**config.mk**
```make
export PLATFORM = sky130hd
export DESIGN_NAME = leve1_trap_seq_flat
export DESIGN_NICKNAME = d
export VERILOG_FILES = /design/src/rtl/leve1_trap_seq_if.sv /design/src/rtl/leve1_trap_seq.sv /design/src/flat_wrapper.sv
export SDC_FILE = /design/constraint.sdc
export NUM_CORES = 1
export LEC_CHECK = 0
export ABC_CLOCK_PERIOD_IN_PS = 5900
export CAP_MARGIN = 20
export CORE_AREA = 2 2 311 313
export CTS_CLUSTER_DIAMETER = 200
export CTS_CLUSTER_SIZE = 24
export DETAILED_ROUTE_END_ITERATION = 7
export DIE_AREA = 0 0 313 315
export GPL_TIMING_DRIVEN = 1
export SLEW_MARGIN = 40
export SYNTH_ARGS = -nofsm -noshare
export SYNTH_HDL_FRONTEND = slang
export SYNTH_SLANG_ARGS = --single-unit
```
**constraint.sdc**
```tcl
create_clock -name CLK -period 5.9 [get_ports CLK]
set_input_delay 0.59 -clock CLK [delete_from_list [all_inputs] [get_ports CLK]]
set_output_delay 0.59 -clock CLK [all_outputs]
set_load 0.01 [all_outputs]
```
**src/rtl/leve1_trap_seq_if.sv**
```systemverilog
// rtl/leve1_trap_seq_if.sv - request, CSR-state and CSR-write-port bundle for leve1_trap_seq
//
// Purpose: groups every non-clock/reset signal of the trap sequencer.
//   slave  modport : the sequencer (consumes requests and CSR state, drives the CSR write port)
//   master modport : the surrounding pipeline / CSR file model
// Signals:
//   EXC_VALID/EXC_CAUSE/EXC_PC/EXC_TVAL  exception request from retire
//   XRET_VALID/XRET_S                    MRET (XRET_S=0) / SRET (XRET_S=1) request
//   PIPE_WCMD/PIPE_WA/PIPE_WD            pipeline CSR write
//   MSTATUS/MEDELEG/MTVEC/STVEC/MEPC/SEPC current CSR values
//   CSR_WCMD/CSR_WA/CSR_WD               arbitrated CSR write port
//   BUSY, REDIRECT_VALID/REDIRECT_PC, MODE
interface leve1_trap_seq_if #(
  parameter int XLEN = 64
);
  logic            EXC_VALID;
  logic [XLEN-1:0] EXC_CAUSE;
  logic [XLEN-1:0] EXC_PC;
  logic [XLEN-1:0] EXC_TVAL;
  logic            XRET_VALID;
  logic            XRET_S;
  logic [1:0]      PIPE_WCMD;
  logic [11:0]     PIPE_WA;
  logic [XLEN-1:0] PIPE_WD;
  logic [XLEN-1:0] MSTATUS;
  logic [XLEN-1:0] MEDELEG;
  logic [XLEN-1:0] MTVEC;
  logic [XLEN-1:0] STVEC;
  logic [XLEN-1:0] MEPC;
  logic [XLEN-1:0] SEPC;
  logic [1:0]      CSR_WCMD;
  logic [11:0]     CSR_WA;
  logic [XLEN-1:0] CSR_WD;
  logic            BUSY;
  logic            REDIRECT_VALID;
  logic [XLEN-1:0] REDIRECT_PC;
  logic [1:0]      MODE;

  modport slave (
    input  EXC_VALID, EXC_CAUSE, EXC_PC, EXC_TVAL, XRET_VALID, XRET_S,
           PIPE_WCMD, PIPE_WA, PIPE_WD,
           MSTATUS, MEDELEG, MTVEC, STVEC, MEPC, SEPC,
    output CSR_WCMD, CSR_WA, CSR_WD, BUSY, REDIRECT_VALID, REDIRECT_PC, MODE
  );

  modport master (
    output EXC_VALID, EXC_CAUSE, EXC_PC, EXC_TVAL, XRET_VALID, XRET_S,
           PIPE_WCMD, PIPE_WA, PIPE_WD,
           MSTATUS, MEDELEG, MTVEC, STVEC, MEPC, SEPC,
    input  CSR_WCMD, CSR_WA, CSR_WD, BUSY, REDIRECT_VALID, REDIRECT_PC, MODE
  );
endinterface

```
**src/rtl/leve1_trap_seq.sv**
```systemverilog
// rtl/leve1_trap_seq.sv - trap entry / xRET sequencer in front of the CSR write port
//
// Purpose: on an exception writes xEPC, xCAUSE, xTVAL, mstatus then redirects to
//   the trap vector; on MRET/SRET writes mstatus then redirects to xEPC. Outside a
//   sequence, pipeline CSR writes pass through with one cycle of latency.
// Ports:
//   CLK   clock
//   RSTn  asynchronous active-low reset
//   bus   leve1_trap_seq_if.slave (requests, CSR state, CSR write port, redirect, MODE)
// All outputs are registered.
`ifndef CSR_NONE
`define CSR_NONE 2'b00
`endif
`ifndef CSR_W
`define CSR_W 2'b01
`endif

module leve1_trap_seq #(
  parameter int         XLEN     = 64,
  parameter logic [1:0] RST_MODE = 2'b11
) (
  input  logic              CLK,
  input  logic              RSTn,
  leve1_trap_seq_if.slave   bus
);

  typedef enum logic [2:0] {
    IDLE, W_EPC, W_CAUSE, W_TVAL, W_STATUS, REDIR
  } state_t;

  typedef enum logic [1:0] {
    K_EXC, K_MRET, K_SRET
  } kind_t;

  state_t          state;
  kind_t           kind;
  logic            to_s;           // exception is delegated to S-mode
  logic [XLEN-1:0] snap_cause;
  logic [XLEN-1:0] snap_pc;
  logic [XLEN-1:0] snap_tval;
  logic [XLEN-1:0] snap_mstatus;
  logic [XLEN-1:0] snap_mtvec;
  logic [XLEN-1:0] snap_stvec;
  logic [XLEN-1:0] snap_mepc;
  logic [XLEN-1:0] snap_sepc;

  logic [1:0]      csr_wcmd_q;
  logic [11:0]     csr_wa_q;
  logic [XLEN-1:0] csr_wd_q;
  logic            busy_q;
  logic            redirect_valid_q;
  logic [XLEN-1:0] redirect_pc_q;
  logic [1:0]      mode_q;

  // Delegation only applies when the trap is taken from below M-mode.
  logic deleg_now;
  assign deleg_now = (mode_q != 2'b11) && bus.MEDELEG[bus.EXC_CAUSE[5:0]];

  function automatic logic [XLEN-1:0] trap_status(input logic [XLEN-1:0] st,
                                                  input logic            s_tgt,
                                                  input logic [1:0]      cur_mode);
    logic [XLEN-1:0] r;
    r = st;
    if (s_tgt) begin
      r[5] = st[1];
      r[1] = 1'b0;
      r[8] = cur_mode[0];
    end else begin
      r[7]     = st[3];
      r[3]     = 1'b0;
      r[12:11] = cur_mode;
    end
    return r;
  endfunction

  function automatic logic [XLEN-1:0] ret_status(input logic [XLEN-1:0] st,
                                                 input logic            is_s);
    logic [XLEN-1:0] r;
    r = st;
    if (is_s) begin
      r[1]  = st[5];
      r[5]  = 1'b1;
      r[8]  = 1'b0;
      r[17] = 1'b0;
    end else begin
      r[3]     = st[7];
      r[7]     = 1'b1;
      r[12:11] = 2'b00;
      // Returning to M keeps MPRV; any lower mode clears it.
      if (st[12:11] != 2'b11) r[17] = 1'b0;
    end
    return r;
  endfunction

  always_ff @(posedge CLK or negedge RSTn) begin
    if (!RSTn) begin
      state            <= IDLE;
      kind             <= K_EXC;
      to_s             <= 1'b0;
      snap_cause       <= '0;
      snap_pc          <= '0;
      snap_tval        <= '0;
      snap_mstatus     <= '0;
      snap_mtvec       <= '0;
      snap_stvec       <= '0;
      snap_mepc        <= '0;
      snap_sepc        <= '0;
      csr_wcmd_q       <= `CSR_NONE;
      csr_wa_q         <= '0;
      csr_wd_q         <= '0;
      busy_q           <= 1'b0;
      redirect_valid_q <= 1'b0;
      redirect_pc_q    <= '0;
      mode_q           <= RST_MODE;
    end else begin
      case (state)
        IDLE: begin
          if (bus.EXC_VALID || bus.XRET_VALID) begin
            snap_cause   <= bus.EXC_CAUSE;
            snap_pc      <= bus.EXC_PC;
            snap_tval    <= bus.EXC_TVAL;
            snap_mstatus <= bus.MSTATUS;
            snap_mtvec   <= bus.MTVEC;
            snap_stvec   <= bus.STVEC;
            snap_mepc    <= bus.MEPC;
            snap_sepc    <= bus.SEPC;
            busy_q       <= 1'b1;
            csr_wcmd_q   <= `CSR_W;
          end
          if (bus.EXC_VALID) begin
            // The first write is issued straight from the live inputs, which
            // are the same values the snapshot captures this cycle.
            state    <= W_EPC;
            kind     <= K_EXC;
            to_s     <= deleg_now;
            csr_wa_q <= deleg_now ? 12'h141 : 12'h341;
            csr_wd_q <= {bus.EXC_PC[XLEN-1:1], 1'b0};
          end else if (bus.XRET_VALID) begin
            state    <= W_STATUS;
            kind     <= bus.XRET_S ? K_SRET : K_MRET;
            to_s     <= 1'b0;
            csr_wa_q <= 12'h300;
            csr_wd_q <= ret_status(bus.MSTATUS, bus.XRET_S);
          end else begin
            csr_wcmd_q <= bus.PIPE_WCMD;
            csr_wa_q   <= bus.PIPE_WA;
            csr_wd_q   <= bus.PIPE_WD;
          end
        end
        W_EPC: begin
          state    <= W_CAUSE;
          csr_wa_q <= to_s ? 12'h142 : 12'h342;
          csr_wd_q <= snap_cause;
        end
        W_CAUSE: begin
          state    <= W_TVAL;
          csr_wa_q <= to_s ? 12'h143 : 12'h343;
          csr_wd_q <= snap_tval;
        end
        W_TVAL: begin
          state    <= W_STATUS;
          csr_wa_q <= 12'h300;
          csr_wd_q <= trap_status(snap_mstatus, to_s, mode_q);
        end
        W_STATUS: begin
          state            <= REDIR;
          csr_wcmd_q       <= `CSR_NONE;
          redirect_valid_q <= 1'b1;
          case (kind)
            K_MRET: begin
              mode_q        <= snap_mstatus[12:11];
              redirect_pc_q <= snap_mepc;
            end
            K_SRET: begin
              mode_q        <= {1'b0, snap_mstatus[8]};
              redirect_pc_q <= snap_sepc;
            end
            default: begin
              mode_q        <= to_s ? 2'b01 : 2'b11;
              redirect_pc_q <= (to_s ? snap_stvec : snap_mtvec) & ~{{(XLEN-2){1'b0}}, 2'b11};
            end
          endcase
        end
        REDIR: begin
          state            <= IDLE;
          redirect_valid_q <= 1'b0;
          busy_q           <= 1'b0;
        end
        default: state <= IDLE;
      endcase
    end
  end

  assign bus.CSR_WCMD       = csr_wcmd_q;
  assign bus.CSR_WA         = csr_wa_q;
  assign bus.CSR_WD         = csr_wd_q;
  assign bus.BUSY           = busy_q;
  assign bus.REDIRECT_VALID = redirect_valid_q;
  assign bus.REDIRECT_PC    = redirect_pc_q;
  assign bus.MODE           = mode_q;

endmodule

```
**src/flat_wrapper.sv**
```systemverilog
// flat-port wrapper written by rule: the top's interface ports become plain ports
module leve1_trap_seq_flat 
#(
  parameter int         XLEN     = 64,
  parameter logic [1:0] RST_MODE = 2'b11
)
  (CLK, RSTn, bus_EXC_VALID, bus_EXC_CAUSE, bus_EXC_PC, bus_EXC_TVAL, bus_XRET_VALID, bus_XRET_S, bus_PIPE_WCMD, bus_PIPE_WA, bus_PIPE_WD, bus_MSTATUS, bus_MEDELEG, bus_MTVEC, bus_STVEC, bus_MEPC, bus_SEPC, bus_CSR_WCMD, bus_CSR_WA, bus_CSR_WD, bus_BUSY, bus_REDIRECT_VALID, bus_REDIRECT_PC, bus_MODE);
  leve1_trap_seq_if #(.XLEN(XLEN)) bus_i ();
  input  logic CLK;
  input  logic RSTn;
  input wire logic [$bits(bus_i.EXC_VALID)-1:0] bus_EXC_VALID;
  input wire logic [$bits(bus_i.EXC_CAUSE)-1:0] bus_EXC_CAUSE;
  input wire logic [$bits(bus_i.EXC_PC)-1:0] bus_EXC_PC;
  input wire logic [$bits(bus_i.EXC_TVAL)-1:0] bus_EXC_TVAL;
  input wire logic [$bits(bus_i.XRET_VALID)-1:0] bus_XRET_VALID;
  input wire logic [$bits(bus_i.XRET_S)-1:0] bus_XRET_S;
  input wire logic [$bits(bus_i.PIPE_WCMD)-1:0] bus_PIPE_WCMD;
  input wire logic [$bits(bus_i.PIPE_WA)-1:0] bus_PIPE_WA;
  input wire logic [$bits(bus_i.PIPE_WD)-1:0] bus_PIPE_WD;
  input wire logic [$bits(bus_i.MSTATUS)-1:0] bus_MSTATUS;
  input wire logic [$bits(bus_i.MEDELEG)-1:0] bus_MEDELEG;
  input wire logic [$bits(bus_i.MTVEC)-1:0] bus_MTVEC;
  input wire logic [$bits(bus_i.STVEC)-1:0] bus_STVEC;
  input wire logic [$bits(bus_i.MEPC)-1:0] bus_MEPC;
  input wire logic [$bits(bus_i.SEPC)-1:0] bus_SEPC;
  output wire logic [$bits(bus_i.CSR_WCMD)-1:0] bus_CSR_WCMD;
  output wire logic [$bits(bus_i.CSR_WA)-1:0] bus_CSR_WA;
  output wire logic [$bits(bus_i.CSR_WD)-1:0] bus_CSR_WD;
  output wire logic [$bits(bus_i.BUSY)-1:0] bus_BUSY;
  output wire logic [$bits(bus_i.REDIRECT_VALID)-1:0] bus_REDIRECT_VALID;
  output wire logic [$bits(bus_i.REDIRECT_PC)-1:0] bus_REDIRECT_PC;
  output wire logic [$bits(bus_i.MODE)-1:0] bus_MODE;
  assign bus_i.EXC_VALID = bus_EXC_VALID;
  assign bus_i.EXC_CAUSE = bus_EXC_CAUSE;
  assign bus_i.EXC_PC = bus_EXC_PC;
  assign bus_i.EXC_TVAL = bus_EXC_TVAL;
  assign bus_i.XRET_VALID = bus_XRET_VALID;
  assign bus_i.XRET_S = bus_XRET_S;
  assign bus_i.PIPE_WCMD = bus_PIPE_WCMD;
  assign bus_i.PIPE_WA = bus_PIPE_WA;
  assign bus_i.PIPE_WD = bus_PIPE_WD;
  assign bus_i.MSTATUS = bus_MSTATUS;
  assign bus_i.MEDELEG = bus_MEDELEG;
  assign bus_i.MTVEC = bus_MTVEC;
  assign bus_i.STVEC = bus_STVEC;
  assign bus_i.MEPC = bus_MEPC;
  assign bus_i.SEPC = bus_SEPC;
  assign bus_CSR_WCMD = bus_i.CSR_WCMD;
  assign bus_CSR_WA = bus_i.CSR_WA;
  assign bus_CSR_WD = bus_i.CSR_WD;
  assign bus_BUSY = bus_i.BUSY;
  assign bus_REDIRECT_VALID = bus_i.REDIRECT_VALID;
  assign bus_REDIRECT_PC = bus_i.REDIRECT_PC;
  assign bus_MODE = bus_i.MODE;
  leve1_trap_seq #(.XLEN(XLEN), .RST_MODE(RST_MODE)) u_core (.CLK(CLK), .RSTn(RSTn), .bus(bus_i));
endmodule
```
* Yosys cells after proc, flatten, opt, wreduce, memory -nomap -nowiden *
Index checks and enable logic that the tools add are counted.
W data, S select, Z words.

operators by class
  $lt $le $gt $ge = 1
  eq/ne operators = 11
  muxes and demuxes = 44
  reduce and logical (&&, ||, !) cells = 11

operator list
  kind                  count
  $pmux W64 S4          1
  $mux W64              3
  $pmux W64 S2          1
  $pmux W12 S4          1
  $mux W10              3
  $mux W12              2
  $mux W2               9
  $mux W1               16
  $pmux W3 S5           1
  $pmux W2 S2           2
  $reduce_bool A2 Y1    4
  $lt A6 B7 Y1 const B  1
  $bmux W1 S6           1
  $eq A3 B2 Y1 const B  2
  $eq A3 B3 Y1 const B  2
  $mux W3               2
  $reduce_and A2 Y1     3
  $ne A2 B2 Y1 const B  2
  $pmux W1 S2           2
  $reduce_bool A4 Y1    1
  $eq A3 B1 Y1 const B  1
  $logic_not A3 Y1      1
  $ne A3 B3 Y1 const B  1
  $eq A2 B1 Y1 const B  1
  other kinds (4)       4

word-level totals
  bits in registers = 600
  input bits = 659
  output and inout port bits = 146
  logic and storage cells = 84

* Longest topological paths before layout *
Gate-level depths: netlist of run 1.

  word-level depth = 6
  mapped depth = 8
  gate-level depth less buffers = 6

* Least setup slack after synthesis of run 1 *
No wires, ideal clock.

  path type = input -> register
  start = input bus_EXC_CAUSE[0]
  end = register u_core.to_s
  library setup time = 125 ps
  arrival = 2073 ps
  data required time = 5775 ps
  setup slack = 3702 ps
  cell stages on the path = 6
  cell sequence = buf_2 mux4_2 o22ai_1 a21oi_1 a32o_2 mux2_4

between the ends
  cells in the longest elaborated chain, start to end = 4

ends and longest elaborated chain
  item                           line                   RTL
  start: declaration             flat_wrapper.sv:12     input wire logic [$bits(bus_i.EXC_CAUSE)-1:0] bus_EXC_CAUSE;
  $bmux W1 S6                    leve1_trap_seq.sv:57   assign deleg_now = (mode_q != 2'b11) && bus.MEDELEG[bus.EXC_CAUSE[5:0]];
  $mux W1 (not written as such)  leve1_trap_seq.sv:57
  $logic_and A1 B1 Y1            leve1_trap_seq.sv:57
  $mux W1                        leve1_trap_seq.sv:130  if (bus.EXC_VALID) begin
  end signal: assignment         leve1_trap_seq.sv:135  to_s <= deleg_now;
  end: declaration               leve1_trap_seq.sv:37   logic to_s;

Every way passes these cells. The select of a mux whose other input is x is not followed.
A chain may end at the register's enable or synchronous reset.

* Worst setup path after layout of run 1 *
  start = register u_core.state[2]
  end = register u_core.snap_sepc[12]

between the ends
  cells in the longest elaborated chain, start to end = 2

ends and longest elaborated chain
  item                         line                   RTL
  start: declaration           leve1_trap_seq.sv:35   state_t state;
  start signal: assignment     leve1_trap_seq.sv:97   state <= IDLE;
  start signal: assignment     leve1_trap_seq.sv:133  state <= W_EPC;
  start signal: assignment     leve1_trap_seq.sv:139  state <= W_STATUS;
  $logic_not A3 Y1             leve1_trap_seq.sv:116  case (state)
  $reduce_and A2 Y1 (no line)  --
  end signal: assignment       leve1_trap_seq.sv:126  snap_sepc <= bus.SEPC;
  end: declaration             leve1_trap_seq.sv:45   logic [XLEN-1:0] snap_sepc;

Every way passes these cells.

==> results of run 1 <==
per-layer routing:
metal	vias to the layer above	global-route usage, %	part of all wire [%]
li1	8857	-	-
met1	10000	22.1	42
met2	598	30.1	49
met3	97	5.55	8.1
met4	24	3.11	1.6
met5	-	0	0.16
power groups by stage:
stage / clock (uW) / combinational (uW) / sequential (uW)
final: 2310 / 7590 / 7430
after global routing: 2530 / 8210 / 7670
after CTS: 2420 / 7670 / 7430
after detailed placement: 0 / 7650 / 7510
after global placement: 0 / 7520 / 7460
after floorplan: 0 / 4770 / 7260
cells in the final DEF (no fill, tap or decap), types with 3 or more instances in the layout:
cell / Yosys / final
sky130_fd_sc_hd__buf_4: 0 / 24
sky130_fd_sc_hd__diode_2: 0 / 9
sky130_fd_sc_hd__buf_12: 1 / 10
sky130_fd_sc_hd__mux2i_1: 143 / 143
sky130_fd_sc_hd__buf_6: 1 / 3
sky130_fd_sc_hd__clkbuf_16: 0 / 29
sky130_fd_sc_hd__nand3_1: 3 / 3
sky130_fd_sc_hd__o31ai_1: 4 / 4
sky130_fd_sc_hd__a211oi_1: 68 / 68
sky130_fd_sc_hd__inv_1: 6 / 6
sky130_fd_sc_hd__a21o_1: 63 / 63
sky130_fd_sc_hd__mux2_2: 445 / 445
sky130_fd_sc_hd__o211ai_1: 6 / 6
sky130_fd_sc_hd__o21ai_0: 75 / 75
sky130_fd_sc_hd__o22ai_1: 5 / 5
sky130_fd_sc_hd__a221oi_1: 119 / 119
sky130_fd_sc_hd__clkbuf_1: 92 / 11
sky130_fd_sc_hd__nor2b_1: 3 / 3
sky130_fd_sc_hd__dfrtp_1: 594 / 592
sky130_fd_sc_hd__a22oi_1: 14 / 14
sky130_fd_sc_hd__nand2_1: 29 / 28
sky130_fd_sc_hd__a21oi_1: 72 / 72
sky130_fd_sc_hd__clkdlybuf4s50_1: 0 / 795
sky130_fd_sc_hd__nor2_1: 74 / 71
sky130_fd_sc_hd__buf_16: 0 / 3
sky130_fd_sc_hd__a22o_1: 58 / 58
sky130_fd_sc_hd__mux4_2: 11 / 11
worst max path at each step:
| stage | end | start | cells past startpoint | slack (ns) |
|---|---|---|---|---|
| finish | u_core.snap_sepc[12] | u_core.state[2] | 5 | 2.58 |
| global route | u_core.snap_mtvec[42] | u_core.state[2] | 5 | 2.49 |
| CTS | u_core.snap_mtvec[42] | u_core.state[2] | 5 | 2.61 |
| detailed placement | u_core.to_s | bus_EXC_CAUSE[1] | 8 | 2.62 |
| global placement | u_core.to_s | bus_EXC_CAUSE[1] | 7 | 2.63 |
| floorplan | u_core.to_s | bus_EXC_CAUSE[0] | 6 | 3.70 |
per-stage QoR:
step	worst slack, ns	hold slack (ns)	total power (uW)
floorplan	3.70	0.294	12000
global placement	2.63	0.458	15000
detailed placement	2.62	0.465	15200
CTS	2.61	0.00999	17500
global route	2.49	0.387	18400
finish	2.58	0.403	17300
cell type report:
| type | instances | area share (%) |
|---|---|---|
| clock buffers | 40 | 2.09 |
| multi-input cells | 1220 | 29.6 |
| repair buffers | 838 | 23.1 |
| clock inverters | 1 | 0.0817 |
| diodes | 9 | 0.0613 |
| flip-flops and latches | 596 | 40.6 |
| well taps | 1276 | 4.34 |
| inverters | 7 | 0.0715 |
worst max-delay path: cells and delay by family, from the launching register on:
family        cells  cell delay [ns]
simple gates      2             1.10
flops             1             0.72
buf+inv           2             0.71
mux               1             0.41
cells by family (layout without fill, tap and decap cells):
kind of cell | after synthesis | after routing | synth area share, %
AND/OR/NAND/NOR | 124 | 124 | 1.95
buffers and inverters | 173 | 886 | 2.78
multiplexers | 601 | 601 | 25.4
flip-flops | 596 | 596 | 56.3
adder cells (fa/ha/maj) | 2 | 2 | 0.0944
XOR/XNOR | 1 | 1 | 0.0331
AO/OA/AOI/OAI | 492 | 492 | 13.4
other | 0 | 9 | 0
state kept, by name, indices dropped and copies added, names as in the netlist:
name	cells
u_core.bus.CSR_WA	12
u_core.to_s	1
u_core.bus.REDIRECT_VALID	1
u_core.snap_mstatus	64
u_core.kind	2
u_core.snap_cause	64
u_core.snap_stvec	62
u_core.state	3
u_core.snap_mepc	64
u_core.bus.REDIRECT_PC	64
u_core.bus.CSR_WCMD	2
u_core.bus.BUSY	1
u_core.snap_mtvec	62
u_core.snap_tval	64
u_core.bus.MODE	2
u_core.bus.CSR_WD	64
u_core.snap_sepc	64
==> flow_summary.html, run 1 <==
<table>
<tr><th>Metric</th><th>Value</th></tr>
<tr><th colspan="2">Status</th></tr>
<tr><td>Outcome</td><td>completed</td></tr>
<tr><th colspan="2">Critical path</th></tr>
<tr><td>RR Startpoint</td><td>u_core.state[2]</td></tr>
<tr><td>Nature of the critical path startpoint</td><td>flip-flop</td></tr>
<tr><td>CP Class</td><td>reg2reg</td></tr>
<tr><td>Depth of the worst register-to-register path</td><td>5</td></tr>
<tr><td>Critical path data required time</td><td>6.41 ns</td></tr>
<tr><td>Worst reg-to-reg setup slack</td><td>2.58 ns</td></tr>
<tr><td>Cell-by-cell trace of the critical path</td><td>or3_2 &gt; nor2_4 &gt; buf_12 &gt; buf_12 &gt; mux2_2</td></tr>
<tr><td>Arr. time, crit path</td><td>3.83 ns</td></tr>
<tr><td>Cell occurring most often along the worst timing path</td><td>sky130_fd_sc_hd__buf_12</td></tr>
<tr><td>CP max-delay cell</td><td>sky130_fd_sc_hd__dfrtp_4</td></tr>
<tr><td>Maximum single-stage delay on the critical path</td><td>0.72 ns</td></tr>
<tr><td>Endpoint class of the critical path</td><td>flip-flop</td></tr>
<tr><td>Endpoint of the worst-slack reg-to-reg timing path</td><td>u_core.snap_sepc[12]</td></tr>
<tr><td>Largest driver fanout on the critical path</td><td>97</td></tr>
<tr><th colspan="2">Final layout</th></tr>
<tr><td>Finished layout cell area</td><td>36,700 um^2</td></tr>
<tr><td>Core Util, Final</td><td>38.4%</td></tr>
<tr><td>Area taken by flip-flops and latches</td><td>14,900 um^2</td></tr>
<tr><td>Filler-free cell count of the finished design</td><td>3,987</td></tr>
<tr><td>Layout net count</td><td>3,352</td></tr>
<tr><td>Combined area of the multi-input logic cells</td><td>10,900 um^2</td></tr>
<tr><td>Layout cell share with drive strength beyond 1</td><td>20.2%</td></tr>
<tr><td>Fillers</td><td>9,332</td></tr>
<tr><td>Layout overhead on the synthesized area</td><td>38.7%</td></tr>
<tr><th colspan="2">Power and ir drop</th></tr>
<tr><td>Switching power as a share of total power</td><td>34.6%</td></tr>
<tr><td>Clk pwr share</td><td>13.3%</td></tr>
<tr><td>Peak supply drop</td><td>0.266 mV</td></tr>
<tr><td>Power share of the sequential group</td><td>42.9%</td></tr>
<tr><td>Psw</td><td>5990 uW</td></tr>
<tr><td>Leak pwr</td><td>0.0149 uW</td></tr>
<tr><td>Combinational share of power</td><td>43.8%</td></tr>
<tr><td>Internal</td><td>11,300 uW</td></tr>
<tr><td>Power density cells</td><td>471 nW/um^2</td></tr>
<tr><th colspan="2">STA</th></tr>
<tr><td>Total negative slack for setup checks</td><td>0 ns</td></tr>
<tr><td>Fin. max-slew vios</td><td>0</td></tr>
<tr><td>Max Freq</td><td>301 MHz</td></tr>
<tr><td>Hold violation count in the final report</td><td>0</td></tr>
<tr><td>Time the final worst path needs with I/O delays and setup</td><td>3.32 ns</td></tr>
<tr><td>Worst slew margin relative to its limit</td><td>39.9%</td></tr>
<tr><td>Ratio of final minimum period to clock period</td><td>56.3%</td></tr>
<tr><td>Setup skew after layout</td><td>0.0167 ns</td></tr>
<tr><td>Slew @ Worst Pin</td><td>0.901 ns</td></tr>
<tr><td>Final setup violation count</td><td>0</td></tr>
<tr><td>Setup repair after global routing missed its margin</td><td>false</td></tr>
<tr><th colspan="2">Routing</th></tr>
<tr><td>Overall routed net length</td><td>91.2 mm</td></tr>
<tr><td>Routed WL per cell</td><td>22.9 um</td></tr>
<tr><td>Remaining DRCs</td><td>0</td></tr>
<tr><td>Via-per-instance ratio</td><td>4.92</td></tr>
<tr><td>Routed vias</td><td>19.6k</td></tr>
<tr><td>Post-route ant nets</td><td>0</td></tr>
<tr><td>First-pass iteration count of the detailed router</td><td>7</td></tr>
<tr><td>Starting DRT DRC Count</td><td>1,117</td></tr>
<tr><th colspan="2">Clock tree</th></tr>
<tr><td>H-tree depth</td><td>1</td></tr>
<tr><td>Clock input transition at the sequential cells of the worst setup and hold paths</td><td>0.11 ns</td></tr>
<tr><td>Inserted Clock Buffers</td><td>28</td></tr>
<tr><td>Root Buffer Master</td><td>sky130_fd_sc_hd__clkbuf_16</td></tr>
<tr><td>TritonCTS clock tree</td><td>built</td></tr>
<tr><td>CTS hold repair buffers</td><td>0</td></tr>
<tr><td>Post-CTS repair timing setup buffer count</td><td>0</td></tr>
<tr><td>Sinks on the clock net</td><td>596</td></tr>
<tr><td>Clock insertion delay at the later pin of the skew report</td><td>0.63 ns</td></tr>
<tr><td>Maximum number of buffers from clock root to sink</td><td>3</td></tr>
<tr><td>CTS-repair resized insts</td><td>0</td></tr>
<tr><th colspan="2">Placement</th></tr>
<tr><td>DP Wirelength</td><td>65.1 mm</td></tr>
<tr><td>Post-place instance area</td><td>35,800 um^2</td></tr>
<tr><td>Routability-driven placement congestion ratio</td><td>0.820</td></tr>
<tr><td>I/O Buffers</td><td>799</td></tr>
<tr><td>Placed cell count</td><td>3,933</td></tr>
<tr><th colspan="2">Floorplan</th></tr>
<tr><td>Core area</td><td>95,700 um^2</td></tr>
<tr><td>Die area</td><td>98,600 um^2</td></tr>
<tr><td>DIE HEIGHT</td><td>315 um</td></tr>
<tr><td>Starting density of the core</td><td>27.7%</td></tr>
<tr><td>Placement Rows</td><td>114</td></tr>
<tr><td>Die W</td><td>313 um</td></tr>
<tr><td>I/O pin total</td><td>805</td></tr>
<tr><th colspan="2">Synthesis</th></tr>
<tr><td>YS warnings</td><td>0</td></tr>
<tr><td>Fraction of post-synthesis cell area in the top cell type by area</td><td>56.1%</td></tr>
<tr><td>Cell area after technology mapping</td><td>26,500 um^2</td></tr>
<tr><td>Count of flip-flops with a built-in enable after synthesis</td><td>0</td></tr>
<tr><td>Count of unique library cells instantiated by Yosys</td><td>45</td></tr>
<tr><td>Leading cell type by number of instances after synthesis</td><td>sky130_fd_sc_hd__dfrtp_1</td></tr>
<tr><td>Top cells by count, synth</td><td>sky130_fd_sc_hd__dfrtp_1, sky130_fd_sc_hd__mux2_2, sky130_fd_sc_hd__mux2i_1</td></tr>
<tr><td>Asr flop ratio synth</td><td>100%</td></tr>
<tr><td>Gate count of the mapped netlist</td><td>1,989</td></tr>
<tr><td>Main area contributors after synthesis</td><td>sky130_fd_sc_hd__dfrtp_1, sky130_fd_sc_hd__mux2_2, sky130_fd_sc_hd__mux2i_1</td></tr>
<tr><td>Commonest register cell after synthesis</td><td>sky130_fd_sc_hd__dfrtp_1</td></tr>
<tr><td>FF+latch count, synth</td><td>596</td></tr>
<tr><td>Syn nets</td><td>2,650</td></tr>
<tr><td>Cell accounting for the most synthesized area</td><td>sky130_fd_sc_hd__dfrtp_1</td></tr>
<tr><td>Average cell area after synthesis</td><td>13.3 um^2</td></tr>
<tr><td>Fraction of the yosys area taken by sequential cells</td><td>56.3%</td></tr>
<tr><th colspan="2">Global route</th></tr>
<tr><td>First-pass GRT wire length</td><td>134 mm</td></tr>
<tr><td>Pin count of the biggest net entering global routing</td><td>153</td></tr>
<tr><td>Number of global-route vias before repair</td><td>20.1k</td></tr>
<tr><td>Number of antenna violations at the first check in global routing</td><td>28</td></tr>
<tr><td>All-layer global routing usage</td><td>17.7%</td></tr>
<tr><td>GRT overflow</td><td>0</td></tr>
<tr><th colspan="2">Min path</th></tr>
<tr><td>Hold Path Sink</td><td>u_core.kind[1]</td></tr>
<tr><td>Hold crit path type</td><td>in2reg</td></tr>
<tr><td>Cell depth of the worst hold path</td><td>2</td></tr>
<tr><td>Worst Min Path Start</td><td>bus_EXC_VALID</td></tr>
<tr><th colspan="2">Flow run</th></tr>
<tr><td>Number of max-cap violations</td><td>0</td></tr>
</table>
Note: power is estimated with default switching activity, not from simulation.
==> run 2, diff against run 1 <==
--- a/config.mk
+++ b/config.mk
@@ -5,7 +5,7 @@
 export SDC_FILE = /design/constraint.sdc
 export NUM_CORES = 1
 export LEC_CHECK = 0
-export ABC_CLOCK_PERIOD_IN_PS = 5900
+export ABC_CLOCK_PERIOD_IN_PS = 3300
 export CAP_MARGIN = 20
 export CORE_AREA = 2 2 311 313
 export CTS_CLUSTER_DIAMETER = 200
==> constraint.sdc (replaced) <==
create_clock -name CLK -period 3.3 [get_ports CLK]
set_input_delay 0.33 -clock CLK [delete_from_list [all_inputs] [get_ports CLK]]
set_output_delay 0.33 -clock CLK [all_outputs]
set_load 0.01 [all_outputs]
==> run 2 against run 1 <==
Utilization increased by 0.42 points. Sequential share of layout area fell by 0.44 points. Power grew 81%. First-iteration DRC count rose by 5.4%. Via count grew 0.50%. Clock power is 78% higher. Sequential cell count stayed put. Critical path depth is the same. Sequential power rose by 78%. Critical path type unchanged. Largest power group unchanged.
==> flow_summary.html, run 2 (synthesis gave the netlist of run 1 again) <==
<table>
<tr><th>Metric</th><th>Value</th></tr>
<tr><th colspan="2">Floorplan</th></tr>
<tr><td>Placement Rows</td><td>114 (unchanged)</td></tr>
<tr><td>Starting density of the core</td><td>27.7% (unchanged)</td></tr>
<tr><td>Die area</td><td>98,600 um^2 (unchanged)</td></tr>
<tr><td>DIE HEIGHT</td><td>315 um (unchanged)</td></tr>
<tr><td>Die W</td><td>313 um (unchanged)</td></tr>
<tr><td>Core area</td><td>95,700 um^2 (unchanged)</td></tr>
<tr><td>I/O pin total</td><td>805 (unchanged)</td></tr>
<tr><th colspan="2">Critical path</th></tr>
<tr><td>CP Class</td><td>reg2reg</td></tr>
<tr><td>CP max-delay cell</td><td>sky130_fd_sc_hd__dfrtp_4</td></tr>
<tr><td>Nature of the critical path startpoint</td><td>flip-flop</td></tr>
<tr><td>Maximum single-stage delay on the critical path</td><td>0.59 ns (-0.13 ns)</td></tr>
<tr><td>Critical path data required time</td><td>3.80 ns (-2.61 ns)</td></tr>
<tr><td>Worst reg-to-reg setup slack</td><td>0.76 ns (-1.81 ns)</td></tr>
<tr><td>Largest driver fanout on the critical path</td><td>69 (-29%)</td></tr>
<tr><td>Endpoint class of the critical path</td><td>flip-flop</td></tr>
<tr><td>Cell-by-cell trace of the critical path</td><td>or3_2 &gt; nor2_4 &gt; buf_12 &gt; buf_12 &gt; mux2_2</td></tr>
<tr><td>Cell occurring most often along the worst timing path</td><td>sky130_fd_sc_hd__buf_12</td></tr>
<tr><td>Arr. time, crit path</td><td>3.04 ns (-0.79 ns)</td></tr>
<tr><th colspan="2">Clock tree</th></tr>
<tr><td>TritonCTS clock tree</td><td>built</td></tr>
<tr><td>H-tree depth</td><td>1 (unchanged)</td></tr>
<tr><td>Root Buffer Master</td><td>sky130_fd_sc_hd__clkbuf_16</td></tr>
<tr><td>Sinks on the clock net</td><td>596 (unchanged)</td></tr>
<tr><td>Clock insertion delay at the later pin of the skew report</td><td>0.63 ns (about the same)</td></tr>
<tr><td>Inserted Clock Buffers</td><td>28 (unchanged)</td></tr>
<tr><td>Post-CTS repair timing setup buffer count</td><td>0 (unchanged)</td></tr>
<tr><td>Clock input transition at the sequential cells of the worst setup and hold paths</td><td>0.11 ns (about the same)</td></tr>
<tr><td>Maximum number of buffers from clock root to sink</td><td>3 (unchanged)</td></tr>
<tr><th colspan="2">Power and ir drop</th></tr>
<tr><td>Power share of the sequential group</td><td>42.2% (-0.7 points)</td></tr>
<tr><td>Leak pwr</td><td>0.0151 uW (+1.5%)</td></tr>
<tr><td>Switching power as a share of total power</td><td>34.5% (-0.10 points)</td></tr>
<tr><td>Internal</td><td>20,500 uW (+81%)</td></tr>
<tr><td>Peak supply drop</td><td>0.457 mV (+72%)</td></tr>
<tr><td>Power density cells</td><td>845 nW/um^2 (+79%)</td></tr>
<tr><td>Combinational share of power</td><td>44.7% (+0.9 points)</td></tr>
<tr><td>Clk pwr share</td><td>13.1% (-0.2 points)</td></tr>
<tr><td>Psw</td><td>10,800 uW (+81%)</td></tr>
<tr><th colspan="2">Global route</th></tr>
<tr><td>All-layer global routing usage</td><td>18.1% (+0.43 points)</td></tr>
<tr><td>Pin count of the biggest net entering global routing</td><td>102 (-33%)</td></tr>
<tr><td>First-pass GRT wire length</td><td>136 mm (+1.6%)</td></tr>
<tr><td>Number of antenna violations at the first check in global routing</td><td>26 (-7.1%)</td></tr>
<tr><td>GRT overflow</td><td>0 (unchanged)</td></tr>
<tr><td>Number of global-route vias before repair</td><td>20.3k (+1.2%)</td></tr>
<tr><th colspan="2">STA</th></tr>
<tr><td>Setup repair after global routing missed its margin</td><td>false</td></tr>
<tr><td>Max Freq</td><td>394 MHz (+31%)</td></tr>
<tr><td>Hold violation count in the final report</td><td>0 (unchanged)</td></tr>
<tr><td>Setup skew after layout</td><td>0.0308 ns (+0.0141 ns)</td></tr>
<tr><td>Final setup violation count</td><td>0 (unchanged)</td></tr>
<tr><td>Slew @ Worst Pin</td><td>0.876 ns (-0.0245 ns)</td></tr>
<tr><td>Fin. max-slew vios</td><td>0 (unchanged)</td></tr>
<tr><td>Worst slew margin relative to its limit</td><td>41.6% (+1.6 points)</td></tr>
<tr><td>Ratio of final minimum period to clock period</td><td>76.9% (+21 points)</td></tr>
<tr><td>Time the final worst path needs with I/O delays and setup</td><td>2.54 ns (-0.786 ns)</td></tr>
<tr><td>Worst hold slack across all endpoints</td><td>0.239 ns (-0.165 ns)</td></tr>
<tr><td>Total negative slack for setup checks</td><td>0 ns (unchanged)</td></tr>
<tr><th colspan="2">Placement</th></tr>
<tr><td>DP Wirelength</td><td>68.1 mm (+4.7%)</td></tr>
<tr><td>Post-place instance area</td><td>36,300 um^2 (+1.3%)</td></tr>
<tr><td>Routability-driven placement congestion ratio</td><td>0.831 (+1.4%)</td></tr>
<tr><td>I/O Buffers</td><td>799 (unchanged)</td></tr>
<tr><th colspan="2">Final layout</th></tr>
<tr><td>Layout cell share with drive strength beyond 1</td><td>21.3% (+1.1 points)</td></tr>
<tr><td>Layout overhead on the synthesized area</td><td>40.2%</td></tr>
<tr><td>Commonest non-fill, non-tap cell in the layout</td><td>sky130_fd_sc_hd__clkdlybuf4s50_1</td></tr>
<tr><td>Commonest non-fill, non-tap cells in the layout</td><td>sky130_fd_sc_hd__clkdlybuf4s50_1, sky130_fd_sc_hd__dfrtp_1, sky130_fd_sc_hd__mux2_2</td></tr>
<tr><td>Fillers</td><td>9,261 (-0.76%)</td></tr>
<tr><td>Layout net count</td><td>3,392 (+1.2%)</td></tr>
<tr><td>Finished layout cell area</td><td>37,100 um^2 (+1.1%)</td></tr>
<tr><th colspan="2">Routing</th></tr>
<tr><td>Post-route ant nets</td><td>0 (unchanged)</td></tr>
<tr><td>Routed vias</td><td>19.7k (+0.50%)</td></tr>
<tr><td>Starting DRT DRC Count</td><td>1,177 (+5.4%)</td></tr>
<tr><td>Remaining DRCs</td><td>0 (unchanged)</td></tr>
<tr><td>First-pass iteration count of the detailed router</td><td>4 (-3)</td></tr>
<tr><td>Via-per-instance ratio</td><td>4.90 (-0.47%)</td></tr>
<tr><td>Routed WL per cell</td><td>22.9 um (+0.28%)</td></tr>
<tr><td>Overall routed net length</td><td>92.3 mm (+1.3%)</td></tr>
<tr><th colspan="2">Flow run</th></tr>
<tr><td>Number of max-cap violations</td><td>0 (unchanged)</td></tr>
<tr><th colspan="2">Min path</th></tr>
<tr><td>Hold crit path type</td><td>in2reg</td></tr>
<tr><th colspan="2">Status</th></tr>
<tr><td>Outcome</td><td>completed</td></tr>
</table>
run 2: worst paths after layout:
path                                       startpoint                    endpoint  cells past startpoint
hold reg to reg            u_core.bus.REDIRECT_PC[19]  u_core.bus.REDIRECT_PC[19]                      1
min in group asynchronous                        RSTn       u_core.bus.CSR_WD[30]                      2
setup / recovery                      u_core.state[2]       u_core.snap_mtvec[34]                      5
setup reg to reg                      u_core.state[2]       u_core.snap_mtvec[34]                      5
hold / removal                          bus_EXC_VALID        u_core.bus.CSR_WA[1]                      4
max in group asynchronous                        RSTn        u_core.snap_stvec[3]                      3
run 2: power groups by stage:
stage          sequential, uW  combinational, uW  clock, uW
2_1_floorplan           13000               8520          0
3_3_place_gp            13400              13900          0
3_5_place_dp            13400              14100          0
4_1_cts                 13300              14200       4290
5_1_grt                 13700              15200       4530
6_report                13200              14000       4120
run 2: area by class of cell:
cell class | instances | area (um^2) | share of cell area (%)
well taps | 1276 | 1600 | 4.30
inverters | 7 | 26.3 | 0.0707
clock inverters | 1 | 30.0 | 0.0808
multi-input cells | 1220 | 10900 | 29.3
flip-flops and latches | 596 | 14900 | 40.2
diodes | 8 | 20.0 | 0.0539
clock buffers | 40 | 767 | 2.06
repair buffers | 878 | 8890 | 23.9
run 2: per-layer routing:
| metal | up-vias | wire length (um) | GRT usage (%) |
|---|---|---|---|
| met5 | - | 197 | 0 |
| met4 | 32 | 2030 | 4.31 |
| met3 | 109 | 7160 | 5.53 |
| met2 | 597 | 44500 | 30.2 |
| met1 | 10000 | 38400 | 22.9 |
| li1 | 8955 | - | - |
run 2: metrics by stage:
step	worst slack (ns)	cells	power (uW)	util, %
after floorplan	1.36	1989	21500	-
after global placement	0.592	3974	27200	37.9
after detailed placement	0.597	3975	27600	37.9
after CTS	0.786	4017	31700	38.8
after global routing	0.702	4023	33400	38.8
final	0.763	4026	31400	38.8
run 2: critical path, delay by kind of cell, from the launching register on:
kind                   cells  cell delay, ns
buffers and inverters      2            0.59
DFF                        1            0.59
muxes                      1            0.36
and+or+nand+nor            2            0.68
run 2: what timing repair did:
item,4_1_cts,5_1_grt
endpoints found under the hold margin,47,0
hold buffers,1,0
resized for setup,0,0
endpoints found under the setup margin,0,0
